File: src/rtl/cpu_fetch_decode.sv
// Fetch/decode control stage: owns the PC, fetches over APB, decodes, issues to the datapath.
// Optional FETCH_TIMEOUT_EN halts the core if a fetch waits on pready for TIMEOUT_CYCLES.
module cpu_fetch_decode #(
    parameter logic [15:0] RESET_PC       = 16'h0000,
    parameter int          TIMEOUT_CYCLES = 16
) (
    input  logic        clk,
    input  logic        reset_n,
    input  logic        run,
    output logic [15:0] paddr,
    output logic        psel,
    output logic        penable,
    output logic        pwrite,
    input  logic [15:0] prdata,
    input  logic        pready,
    input  logic        next_IR,
    input  logic [15:0] PC_in,
    output logic [15:0] IR,
    output logic [15:0] PC,
    output logic        begin_instruction,
    output logic [2:0]  rf_wr_sel,
    output logic [2:0]  reg_1_sel,
    output logic [2:0]  reg_2_sel,
    output logic [2:0]  ALU_sel,
    output logic        PC_sel,
    output logic        R1_sel,
    output logic        R2_sel,
    output logic        rf_write_sel,
    output logic        write_rf_bool,
    output logic        halted,
    output logic        illegal_op
);

    localparam logic [2:0] S_IDLE    = 3'd0;
    localparam logic [2:0] S_SETUP   = 3'd1;
    localparam logic [2:0] S_ACCESS  = 3'd2;
    localparam logic [2:0] S_DECODE  = 3'd3;
    localparam logic [2:0] S_ISSUE   = 3'd4;
    localparam logic [2:0] S_WAIT_LO = 3'd5;
    localparam logic [2:0] S_WAIT_HI = 3'd6;

    if (TIMEOUT_CYCLES < 1) begin : g_bad_timeout
        $error("TIMEOUT_CYCLES must be at least 1");
    end

    logic [2:0]  state_q, state_d;
    logic [15:0] pc_q, pc_d;
    logic [15:0] ir_q, ir_d;
    logic        halted_q, halted_d;
    logic [3:0]  op;

`ifdef FETCH_TIMEOUT_EN
    localparam logic [15:0] TMO_LAST = 16'(TIMEOUT_CYCLES - 1);
    logic [15:0] tmo_q, tmo_d;
`endif

    assign op = ir_q[15:12];

    always_comb begin
        state_d  = state_q;
        pc_d     = pc_q;
        ir_d     = ir_q;
        halted_d = halted_q;
`ifdef FETCH_TIMEOUT_EN
        tmo_d    = '0;
`endif
        case (state_q)
            S_IDLE:   if (run && !halted_q) state_d = S_SETUP;
            S_SETUP:  state_d = S_ACCESS;
            S_ACCESS: begin
                if (pready) begin
                    ir_d    = prdata;
                    state_d = S_DECODE;
                end
`ifdef FETCH_TIMEOUT_EN
                else if (tmo_q == TMO_LAST) begin
                    halted_d = 1'b1;
                    state_d  = S_IDLE;
                end else begin
                    tmo_d = tmo_q + 16'd1;
                end
`endif
            end
            S_DECODE: begin
                if (op == 4'hF) begin
                    halted_d = 1'b1;
                    state_d  = S_IDLE;
                end else begin
                    state_d = S_ISSUE;
                end
            end
            S_ISSUE:   state_d = S_WAIT_LO;
            S_WAIT_LO: if (!next_IR) state_d = S_WAIT_HI;
            S_WAIT_HI: begin
                if (next_IR) begin
                    pc_d    = PC_in;
                    state_d = run ? S_SETUP : S_IDLE;
                end
            end
            default:   state_d = S_IDLE;
        endcase
    end

    always_ff @(posedge clk or negedge reset_n) begin
        if (!reset_n) begin
            state_q  <= S_IDLE;
            pc_q     <= RESET_PC;
            ir_q     <= '0;
            halted_q <= 1'b0;
`ifdef FETCH_TIMEOUT_EN
            tmo_q    <= '0;
`endif
        end else begin
            state_q  <= state_d;
            pc_q     <= pc_d;
            ir_q     <= ir_d;
            halted_q <= halted_d;
`ifdef FETCH_TIMEOUT_EN
            tmo_q    <= tmo_d;
`endif
        end
    end

    // Controls decode straight from the fetch latch, which only changes on entry to DECODE,
    // so they hold from one DECODE to the next.
    always_comb begin
        ALU_sel       = 3'b000;
        PC_sel        = 1'b0;
        R1_sel        = 1'b0;
        R2_sel        = 1'b0;
        rf_write_sel  = 1'b0;
        write_rf_bool = 1'b0;
        case (op)
            4'h1, 4'h2, 4'h3, 4'h4: begin
                ALU_sel       = 3'(op - 4'h1);
                rf_write_sel  = 1'b1;
                write_rf_bool = 1'b1;
            end
            4'h5: begin
                ALU_sel       = 3'b100;
                R2_sel        = 1'b1;
                rf_write_sel  = 1'b1;
                write_rf_bool = 1'b1;
            end
            4'h6: begin
                ALU_sel       = 3'b101;
                rf_write_sel  = 1'b1;
                write_rf_bool = 1'b1;
            end
            4'h7: ALU_sel = 3'b110;
            4'h8: begin
                ALU_sel = 3'b100;
                R1_sel  = 1'b1;
                R2_sel  = 1'b1;
                PC_sel  = 1'b1;
            end
            default: ;
        endcase
    end

    assign rf_wr_sel         = ir_q[11:9];
    assign reg_1_sel         = ir_q[8:6];
    assign reg_2_sel         = ir_q[5:3];
    assign IR                = ir_q;
    assign PC                = pc_q;
    assign paddr             = pc_q;
    assign psel              = (state_q == S_SETUP) || (state_q == S_ACCESS);
    assign penable           = (state_q == S_ACCESS);
    assign pwrite            = 1'b0;
    assign begin_instruction = (state_q == S_ISSUE);
    assign halted            = halted_q;
    assign illegal_op        = (state_q == S_DECODE) && (op >= 4'h9) && (op <= 4'hE);

endmodule

File: config.mk
export PLATFORM = sky130hd
export DESIGN_NAME = cpu_fetch_decode
export DESIGN_NICKNAME = d
export VERILOG_FILES = /design/src/rtl/cpu_fetch_decode.sv
export SDC_FILE = /design/constraint.sdc
export NUM_CORES = 1
export LEC_CHECK = 0
export CAP_MARGIN = 20
export CORE_ASPECT_RATIO = 0.75
export CORE_UTILIZATION = 34
export DETAILED_ROUTE_END_ITERATION = 10
export PLACE_DENSITY = 0.84
export SLEW_MARGIN = 15
export SYNTH_ARGS = -nofsm -noshare
export SYNTH_HDL_FRONTEND = slang
export SYNTH_SLANG_ARGS = --single-unit
File: constraint.sdc
create_clock -name clk -period 1.3 [get_ports clk]
set_clock_uncertainty 0.05 [all_clocks]
set_input_delay 0.13 -clock clk [delete_from_list [all_inputs] [get_ports clk]]
set_output_delay 0.13 -clock clk [all_outputs]
set_load 0.005 [all_outputs]
After elaboration in Yosys (flattened, before gate mapping)
Cells that the tools add are included.
Widths: inputs -> output; s select.

storage, ports and cells
  register bits after elaboration = 36
  latch bits = 0
  bits in writable memories = 0
  memory bits (read-only) = 0
  input bits = 37
  output and inout port bits = 71
  logic and storage cells = 50
  memories kept = 0

operators by class
  $add $sub $neg = 1
  multipliers = 0
  div/mod/pow operators = 0
  magnitude comparators = 2
  eq/ne operators = 19
  shift-type cells = 0
  muxes and demuxes = 11
  bitwise logic cells = 0
  reduce and logical (&&, ||, !) cells = 13

operators with widths
  kind                 number
  $pmux 3 s7           1
  $eq 4x3->1 const B   4
  $mux 3               5
  $pmux 3 s4           1
  $eq 3x3->1 const B   3
  $eq 4x2->1 const B   2
  $eq 4x4->1 const B   2
  $eq 3x2->1 const B   2
  $ne 2x2->1 const B   3
  $reduce_and 2->1     3
  $reduce_or 6->1      1
  $eq 4x1->1 const B   1
  $ge 4x4->1 const B   1
  $le 4x4->1 const B   1
  $mux 1               4
  $reduce_and 4->1     1
  $reduce_or 4->1      1
  $eq 3x1->1 const B   1
  $logic_and 1x1->1    3
  $logic_not 3->1      1
  $sub 3x1->3 const B  1
  $ne 2x1->1 const B   1
  $reduce_or 2->1      1
  $logic_not 1->1      1
  $logic_or 1x1->1     1

Depth between registers and ports, before layout
Gate-level depths: netlist (run 1).

  depth in word-level cells = 4
  gate-level depth with buffers = 6
  depth with buffers taken out = 5

Worst setup path after synthesis (run 1)
OpenSTA, ideal clock, no wires.

  kind = reg-to-output
  from = register ir_q[12] (netlist: IR[12])
  to = output port ALU_sel[1]
  arrival time = 1337 ps
  required time = 1120 ps
  path slack = -217 ps
  stages on the path, launching flop included = 6
  path buffers = 0
  path through = dfrtp_1 > inv_1 > ha_1 > nor3_1 > or2_2 > a221oi_1

between the ends
  longest elaborated chain between the ends = 3
  elaborated cells between the ends (all ways) = 12
  classes of those cells = 1 x add/sub; 8 x eq/ne; 1 x mux; 2 x reduce/logical

RTL lines
  what                                                line  text
  start, declared                                     48    logic [15:0] ir_q, ir_d;
  start signal, assigned                              116   ir_q <= ir_d;
  $eq 4x1->1 (tied with other cells)                  133   case (op)
  $reduce_or 4->1 or $reduce_or 2->1 (tied branches)  --
  $pmux 3 s4 *                                        133
  end, declared                                       24    output logic [2:0] ALU_sel,

Every way passes the cells marked *; elsewhere a longest branch is shown, timed or not.

Final worst setup path (run 1)
  from = register ir_q[13] (netlist: IR[13])
  to = output port ALU_sel[0]

The elaborated chain is that of the path after synthesis.

==> qor.yml, run 1 <==
power.switching_mw: 2.897
synth_mux_area_frac: 0.1826
postLayoutCellArea_sq_um: 3577
clk_path_buf_depth: 2
ios: 108
numCtsBuffers: 5
portBuffers: 106
cts_sinks: 36
finalHoldViolations: 0
end_kind: "primary output"
swShare: 0.3364
setup_tns_ns: -11.05
irDropWorstVdd_uv: 1289
clock_power_share: 0.096
worstSkewPairLatency_ns: 0.28
grt_pass1_wl_microns: 8976
drt_drc_violations_left: 0
ant_nets: 0
dpl.cell_count: 319
ys_warn_count: 0
power_density_nw_per_um2: 2407
globalplace.congestion: 0.8239
violations: "negative setup slack"
crit_end: "ALU_sel[0]"
synth-adder-area-share: 0.02716
start_util: 0.3659
synth-compound-area-share: 0.06585
die_height_microns: 65.76
post_drt_wl_per_cell_microns: 16.02
fp.dieW_microns: 87.02
finalNonFillerCells: 370
pre_cts_ws_ns: -0.6159
layout.nets: 338
synth_top_family_by_area: "multiplexers"
synth-main-ff-cell: "dfrtp_1"
synth_edf_count: 0
rows: 22
yosys.area.top_type: "dfrtp_1"
synth_fp_nets: 195
cts_tree: "yes"
final_cell_mix: "dlygate4sd2_1, buf_4, clkdlybuf4s50_1"
synthToLayoutAreaGrowth_pct: 94.09
period_minus_slack_ns: 1.780
async_flop_share: 1.000
drtPass1Iterations: 4
r2r-end: "IR[7]"
min_path_type: "primary input to async pin"
ys_seq_elements: 36
ff2ff_path_depth: 4
synth.area.top_cells: "dfrtp_1, mux2_2, buf_4, ha_1, mux2_1"
power.internal_mw: 5.714
p_leak_nw: 1.721
drtIter0Drc: 45
overflow: 0
arrival_ns: 1.60
status: "finished, violations left"
power.combinational.fraction: 0.661
timing.rr.start: "state_q[2]"
fmax_mhz: 561.8
core_area_sq_um: 5037
placed_cell_area_sq_um: 2970
worst_slack_ns: -0.4799
pwr-share-seq: 0.243
final_max_slew_viol_count: 0
path_class: "flop to primary output"
syn_area_sq_um: 1843
cp.required_ns: 1.12
final_layout_size_suffix_gt1_frac: 0.4832
grt_max_degree: 20
syn_area_per_cell_sq_um: 11.97
route.vias.total: 1702
drv_cap: 0
num_antenna_cells: 0
track_usage: 0.2132
dieArea_sq_um: 5722
crit_fanout: 2
grt_pass1_vias: 1721
synthSimpleGateAreaFrac: 0.08079
htree_levels: 2
startpoint_type: "flop"
post-dp-hpwl_microns: 3528
syn_inst: 154
yosysSeqAreaShare: 0.4888
clk_pin_slew_ns: 0.07
synth_xor_xnor_area_share: 0.004752
rsz0062_at_grt: "yes"
layout_commonest_cell: "dlygate4sd2_1"
synth_cell_types: 35
crit_start: "IR[13]"
final.period_utilization: 1.369
r2r_slack_ns: -0.25
synth_top_area_frac: 0.4888
hold_ws_ns: 0.2981
drt-total-wl_microns: 5929
antenna_found_initial: 0
ctsRootBufferMaster: "clkbuf_8"
final-setup-viol-count: 46
vias_per_cell: 4.600
## per-layer routing
layer	vias up	track usage	share of wire
met5	-	0	0
met3	6	0.04020	0.054
li1	790	-	-
met1	841	0.2684	0.43
met4	0	0.07083	0.012
met2	65	0.3681	0.50
## through the flow
stage / power [mW] / utilization
after floorplan: 4.258 / -
after global placement: 6.532 / 0.5897
after detailed placement: 6.659 / 0.5897
after CTS: 8.238 / 0.6930
after global routing: 9.145 / 0.7101
final: 8.610 / 0.7101
## flip-flops by register name, summed over array words and instances (netlist names)
signal and flops:
IR 16, PC 16, state_q 3, halted 1
## synthesized netlist by cell type, types with 3 or more instances
cell	instances
a21oi_1	3
buf_4	28
buf_6	3
dfrtp_1	36
ha_1	4
inv_1	4
mux2_1	4
mux2_2	25
nand2_1	8
nand2b_1	3
nor2_1	5
o21ai_0	6
## power by group through the flow
stage | Clock [mW] | Combinational [mW] | Sequential [mW]
6_report | 0.830 | 5.69 | 2.09
2_1_floorplan | 0 | 2.09 | 2.16
3_5_place_dp | 0 | 4.49 | 2.17
3_3_place_gp | 0 | 4.40 | 2.13
4_1_cts | 0.859 | 5.33 | 2.05
5_1_grt | 0.925 | 6.08 | 2.14
## kinds of logic (layout without fill, tap and decap cells)
group / after synthesis / count (layout)
xor gates and xnor gates: 1 / 1
DFF: 36 / 36
AOI/OAI and AO/OA: 18 / 18
and+or+nand+nor: 26 / 27
other: 1 / 1
muxes: 30 / 30
buffers and inverters: 38 / 181
adders and majority gates: 4 / 4
## how the worst min path moves through the flow
| stage | from | to | depth (start not counted) |
|---|---|---|---|
| finish | reset_n | IR[11] | 2 |
| global route | reset_n | IR[3] | 2 |
| CTS | reset_n | IR[15] | 2 |
| detailed placement | reset_n | IR[13] | 1 |
| global placement | reset_n | IR[13] | 1 |
| floorplan | reset_n | IR[0] | 0 |
## layout make-up
cell class	instances	area, sq um
Tap cell	72	90.09
Timing Repair Buffer	169	1567
Multi-Input combinational cell	81	907.1
Clock inverter	1	7.507
Clock buffer	7	86.33
Inverter	4	15.01
Sequential cell	36	904.6
Fill cell	379	1460
## critical path, stage by stage (launching register included)
cell	delay (ns)
dfrtp_2	0.44
inv_2	0.09
ha_4	0.16
nor3_4	0.05
or2_4	0.24
o32ai_2	0.19
buf_2	0.15
## what timing repair did
item,4_1_cts,5_1_grt
hold buffers,1,0
gates resized for setup,176,12
pin swaps,14,8
cloned,2,0
hold endpoints to repair,18,0
buffers inserted,34,9
setup endpoints to repair,104,48
(Power assumes the default switching activity.)
==> inputs of run 2 (changes only) <==
--- a/config.mk
+++ b/config.mk
@@ -7,9 +7,9 @@
 export LEC_CHECK = 0
 export CAP_MARGIN = 20
 export CORE_ASPECT_RATIO = 0.75
-export CORE_UTILIZATION = 34
+export CORE_UTILIZATION = 38
 export DETAILED_ROUTE_END_ITERATION = 10
-export PLACE_DENSITY = 0.84
+export PLACE_DENSITY = 0.89
 export SLEW_MARGIN = 15
 export SYNTH_ARGS = -nofsm -noshare
 export SYNTH_HDL_FRONTEND = slang
==> constraint.sdc (replaced) <==
create_clock -name clk -period 2 [get_ports clk]
set_clock_uncertainty 0.05 [all_clocks]
set_input_delay 0.2 -clock clk [delete_from_list [all_inputs] [get_ports clk]]
set_output_delay 0.2 -clock clk [all_outputs]
set_load 0.005 [all_outputs]
==> run 2 against run 1 <==
Largest cell class unchanged. The run now ends clean. Die area is 10% lower. Flip-flop and latch count unchanged. Critical path type unchanged. Critical endpoint is now ALU_sel[1]. Clock-buffer cell count up 1.
==> qor.yml, run 2 (synthesis results as in run 1) <==
status: "finished, final reports clean"
timing.rr.start: "state_q[2]"
synthToLayoutAreaGrowth_pct: 60.62
drtIter0Drc: 36  # -20%
final_layout_size_suffix_gt1_frac: 0.2560  # -0.2272
layout_commonest_cell: "clkdlybuf4s50_1"
crit_end: "ALU_sel[1]"
crit_cells: 6  # unchanged
path_class: "flop to primary output"
num_antenna_cells: 0  # unchanged
multiInputGateArea_sq_um: 716.9  # -21%
htree_levels: 2  # unchanged
ctsRootBufferMaster: "clkbuf_8"
postLayoutCellArea_sq_um: 2960  # -17%
p_leak_nw: 1.275  # -26%
r2r-end: "IR[8]"
final_cell_mix: "clkdlybuf4s50_1, dfrtp_1, mux2_2"
worst_slew_pin_slew_ns: 0.7891
clk_pin_slew_ns: 0.07  # about the same
nFillCells: 370  # -2.4%
final_max_slew_viol_count: 0  # unchanged
core_area_sq_um: 4546  # -9.8%
finalPower_mw: 4.673  # -46%
pwr-share-seq: 0.304  # +0.061
crit_fanout: 3  # +1
final-setup-viol-count: 0  # -100%
ios: 108  # unchanged
cts_tree: "yes"
drt-total-wl_microns: 4307  # -27%
die_height_microns: 62.31  # -5.2%
path_buf_inv: 2  # unchanged
fmax_mhz: 521.3
vias_per_cell: 4.785  # +4.0%
drt_drc_violations_left: 0  # unchanged
cts_sinks: 36  # unchanged
clock_power_share: 0.110  # +0.014
cpPeakStageDelay_ns: 0.39  # -0.05 ns
numCtsBuffers: 5  # unchanged
min_path_type: "primary input to flop"
final.period_utilization: 0.9592
regArea_sq_um: 903.4  # -0.14%
worstSkewPairLatency_ns: 0.27  # about the same
finalNonFillerCells: 307  # -17%
globalplace.congestion: 0.9374  # +14%
period_minus_slack_ns: 1.918
grt_pass1_wl_microns: 6872  # -23%
arrival_ns: 1.67  # +0.07 ns
dieArea_sq_um: 5135  # -10%
track_usage: 0.1757  # -0.03752
drv_cap: 0  # unchanged
ant_nets: 0  # unchanged
finalHoldViolations: 0  # unchanged
fp.dieW_microns: 82.42  # -5.3%
grt_pass1_vias: 1437  # -17%
antenna_found_initial: 0  # unchanged
r2r_slack_ns: 0.44  # +0.69 ns
clk_path_buf_depth: 2  # unchanged
layout.nets: 290  # -14%
placed_cell_area_sq_um: 2788  # -6.2%
rsz0062_at_grt: "no"
crit_family: "flip-flops"
overflow: 0  # unchanged
post-dp-hpwl_microns: 3124  # -11%
power_density_nw_per_um2: 1578  # -34%
portBuffers: 106  # unchanged
start_util: 0.4055  # +0.03958
drtPass1Iterations: 4  # unchanged
rows: 21  # -4.5%
slew_headroom: 0.4739
crit_path_cell_trace: "buf_4, ha_2, nor3_1, or2_2, a221oi_2, buf_2"
route.vias.total: 1469  # -14%
post_drt_wl_per_cell_microns: 14.03  # -12%
cp.required_ns: 1.75  # +0.63 ns
power.internal_mw: 3.224  # -44%
swShare: 0.3101  # -0.02631
setup_tns_ns: 0  # +11.05 ns
crit_start: "IR[13]"
dpl.cell_count: 293  # -8.2%
end_kind: "primary output"
power.switching_mw: 1.449  # -50%
ff2ff_path_depth: 4  # unchanged
power.combinational.fraction: 0.586  # -0.075
irDropWorstVdd_uv: 839.7  # -35%
grt_max_degree: 37  # +85%
crit_slowest_cell: "dfrtp_1"
startpoint_type: "flop"
## run 2: cell types whose count changed in the layout (fill, tap and decap cells not counted), sizes merged
cell / delta
clkdlybuf4s50: +61
dlymetal6s2s: +1
dlygate4sd2: -49
nand3: -1
clkinvlp: -1
clkdlybuf4s15: -1
buf: -58
## run 2: worst min-delay path by stage
stage	start	end	slack [ns]	cells after the start
after floorplan	reset_n	IR[0]	-0.15	0
after global placement	reset_n	state_q[0]	0.28	1
after detailed placement	reset_n	state_q[0]	0.29	1
after CTS	prdata[13]	IR[13]	0.43	3
after global routing	prdata[13]	IR[13]	0.44	3
final	prdata[13]	IR[13]	0.43	3
## run 2: final cells by class
cell class                 count  share of cell area
inverter                       4            0.005072
multi-input combinational     80              0.2422
timing repair buffer         122              0.3931
clock buffer                   8             0.03043
tap                           57             0.02409
sequential                    36              0.3052
## run 2: per-layer routing
layer / GRT usage / wire [microns] / part of all wire
met5: 0 / 0 / 0
met4: 0.02632 / 40 / 0.0093
met2: 0.2882 / 2017 / 0.47
met1: 0.2316 / 1901 / 0.44
met3: 0.05147 / 348 / 0.081
## run 2: metrics by stage
step	worst slack [ns]	hold WS (ns)	util
detailed placement	-0.05738	0.2940	0.6133
floorplan	0.4132	-0.1456	-
CTS	-0.1123	0.4256	0.6424
global placement	-0.01386	0.2839	0.6133
finish	0.08161	0.4303	0.6513
global route	0.004298	0.4376	0.6513
## run 2: repair_timing
item                       CTS  global route
hold endpoints to repair    36             0
gates resized for setup     15            14
setup buffers                4             2
pin swaps                    2             2
hold buffers                 1             0
setup endpoints to repair    9             6
## run 2: tightest hold or removal path, delay by kind of cell
| kind | cells | cell delay [ns] |
|---|---|---|
| buffers and inverters | 1 | 0.40 |
| and+or+nand+nor | 1 | 0.05 |
| AOI/OAI and AO/OA | 1 | 0.06 |
## run 2: power groups by stage
stage                     Sequential [mW]  Clock (mW)  Combinational [mW]
final                                1.42       0.514                2.74
after global routing                 1.49       0.575                2.95
after CTS                            1.41       0.537                2.68
after detailed placement             1.42           0                2.64
after global placement               1.40           0                2.60
after floorplan                      1.39           0                1.27
==> inputs of run 3 (changes only) <==
--- a/config.mk
+++ b/config.mk
@@ -7,10 +7,11 @@
 export LEC_CHECK = 0
 export CAP_MARGIN = 20
 export CORE_ASPECT_RATIO = 0.75
-export CORE_UTILIZATION = 38
+export CORE_UTILIZATION = 41
 export DETAILED_ROUTE_END_ITERATION = 10
-export PLACE_DENSITY = 0.89
+export PLACE_DENSITY = 0.94
 export SLEW_MARGIN = 15
 export SYNTH_ARGS = -nofsm -noshare
 export SYNTH_HDL_FRONTEND = slang
 export SYNTH_SLANG_ARGS = --single-unit
+export TNS_END_PERCENT = 10
==> constraint.sdc (replaced) <==
create_clock -name clk -period 2.3 [get_ports clk]
set_clock_uncertainty 0.05 [all_clocks]
set_input_delay 0.23 -clock clk [delete_from_list [all_inputs] [get_ports clk]]
set_output_delay 0.23 -clock clk [all_outputs]
set_load 0.005 [all_outputs]
==> run 3 against run 2 <==
Setup slack improved by 0.014 ns. Via count shrank 4.8%. Worst hold slack worse by 0.44 ns. Cell area shrank 4.3%. Flip-flop and latch count stayed put. Register-to-register slack improved by 0.27 ns. Largest power group unchanged. First-iteration DRC count shrank 22%. Power down 17%. Combinational power decreased by 20%. Die area down 7.1%. The flow now finishes with violations (negative hold slack).
==> qor.yml, run 3 (synthesis results as in run 1) <==
period_minus_slack_ns: 2.205
irDropWorstVdd_uv: 828.4  # -1.3%
crit_path_cell_trace: "inv_2, ha_2, mux2i_1, a21oi_1, clkdlybuf4s50_1"
r2r_slack_ns: 0.71  # +0.27 ns
timing.rr.start: "state_q[2]"
path_buf_inv: 2  # unchanged
cts_sinks: 36  # unchanged
ff2ff_path_depth: 4  # unchanged
portBuffers: 106  # unchanged
end_kind: "primary output"
path_class: "flop to primary output"
p_leak_nw: 1.171  # -8.2%
num_antenna_cells: 0  # unchanged
placed_cell_area_sq_um: 2725  # -2.2%
multiInputGateArea_sq_um: 676.9  # -5.6%
drv_cap: 0  # unchanged
post-dp-hpwl_microns: 2934  # -6.1%
antenna_found_initial: 0  # unchanged
worst_slack_ns: 0.09531  # +0.01370 ns
final_max_slew_viol_count: 0  # unchanged
rows: 20  # -4.8%
clk_pin_slew_ns: 0.07  # about the same
synthToLayoutAreaGrowth_pct: 53.70
layout_commonest_cell: "clkdlybuf4s50_1"
crit_family: "buffers and inverters"
worstSkewPairLatency_ns: 0.28  # about the same
finalHoldViolations: 27  # +27
dieArea_sq_um: 4770  # -7.1%
core_area_sq_um: 4179  # -8.1%
hold_ws_ns: -0.01298  # -0.4433 ns
crit_start: "IR[12]"
ctsHoldBuffers: 0  # -1
status: "finished, violations left"
final_cell_mix: "clkdlybuf4s50_1, dfrtp_1, mux2_2"
power_density_nw_per_um2: 1368  # -13%
worst_slew_pin_slew_ns: 0.7988  # +0.009668 ns
violations: "negative hold slack"
grt_max_degree: 37  # unchanged
cpPeakStageDelay_ns: 0.55  # +0.16 ns
nFillCells: 306  # -17%
postLayoutCellArea_sq_um: 2833  # -4.3%
overflow: 0  # unchanged
drtIter0Drc: 28  # -22%
fin_util: 0.6778  # +0.02659
r2r-end: "IR[3]"
layout.nets: 277  # -4.5%
cts_tree: "yes"
ios: 108  # unchanged
finalPower_mw: 3.876  # -17%
globalplace.congestion: 0.9939  # +6.0%
regArea_sq_um: 902.1  # -0.14%
fp.dieW_microns: 79.42  # -3.6%
crit_slowest_cell: "clkdlybuf4s50_1"
crit_fanout: 5  # +2
grt_pass1_wl_microns: 6306  # -8.2%
drtPass1Iterations: 4  # unchanged
final.period_utilization: 0.9586
route.vias.total: 1399  # -4.8%
grt_pass1_vias: 1370  # -4.7%
vias_per_cell: 4.791  # +0.13%
startpoint_type: "flop"
arrival_ns: 1.92  # +0.25 ns
min_path_type: "primary input to async pin"
htree_levels: 2  # unchanged
ctsRootBufferMaster: "clkbuf_8"
pre_cts_ws_ns: 0.06644  # +0.1238 ns
drt_drc_violations_left: 0  # unchanged
clk_path_buf_depth: 2  # unchanged
final-setup-viol-count: 0  # unchanged
slew_headroom: 0.4675  # -0.006446
cp.required_ns: 2.02  # +0.27 ns
post_drt_wl_per_cell_microns: 13.49  # -3.9%
final_layout_size_suffix_gt1_frac: 0.1857  # -0.07035
numCtsBuffers: 5  # unchanged
die_height_microns: 60.07  # -3.6%
start_util: 0.4410  # +0.03557
ant_nets: 0  # unchanged
fmax_mhz: 453.6
drt-total-wl_microns: 3938  # -8.6%
track_usage: 0.1742  # -0.001515
run 3: layout make-up:
class	instances	area share
clock buffer	7	0.03048
clock inverter	1	0.002650
inverter	4	0.005300
multi-input combinational	80	0.2390
sequential	36	0.3185
tap	55	0.02429
timing repair buffer	109	0.3799
run 3: layer usage:
| metal | routed length [microns] | track usage |
|---|---|---|
| met5 | 0 | 0 |
| met4 | 40 | 0.03636 |
| met3 | 375 | 0.05344 |
| met2 | 1817 | 0.2930 |
| met1 | 1704 | 0.2231 |
run 3: through the flow:
stage           TNS (ns)  instances  hold slack [ns]
3_3_place_gp           0        283           0.3061
3_5_place_dp           0        283           0.3156
2_1_floorplan          0        154          -0.1156
6_report               0        292         -0.01298
4_1_cts                0        291         0.008168
5_1_grt        -0.001414        292          0.05584
run 3: timing repair:
| item | CTS | global route |
|---|---|---|
| setup endpoints to repair | 3 | 6 |
| pin swaps | 0 | 1 |
| cloned | 0 | 0 |
| gates resized for setup | 5 | 2 |
| setup buffers | 0 | 1 |
run 3: worst max-delay path by stage:
stage	endpoint	slack, ns	depth (start not counted)
4_1_cts	ALU_sel[2]	0.05	5
3_5_place_dp	ALU_sel[0]	0.07	6
3_3_place_gp	ALU_sel[1]	0.16	6
2_1_floorplan	ALU_sel[1]	0.68	5
5_1_grt	write_rf_bool	-0.001	5
6_report	rf_write_sel	0.1	5
run 3: power breakdown:
group	internal (mW)	switching [mW]
logic	1.50	0.684
registers	0.953	0.284
clock network	0.243	0.217
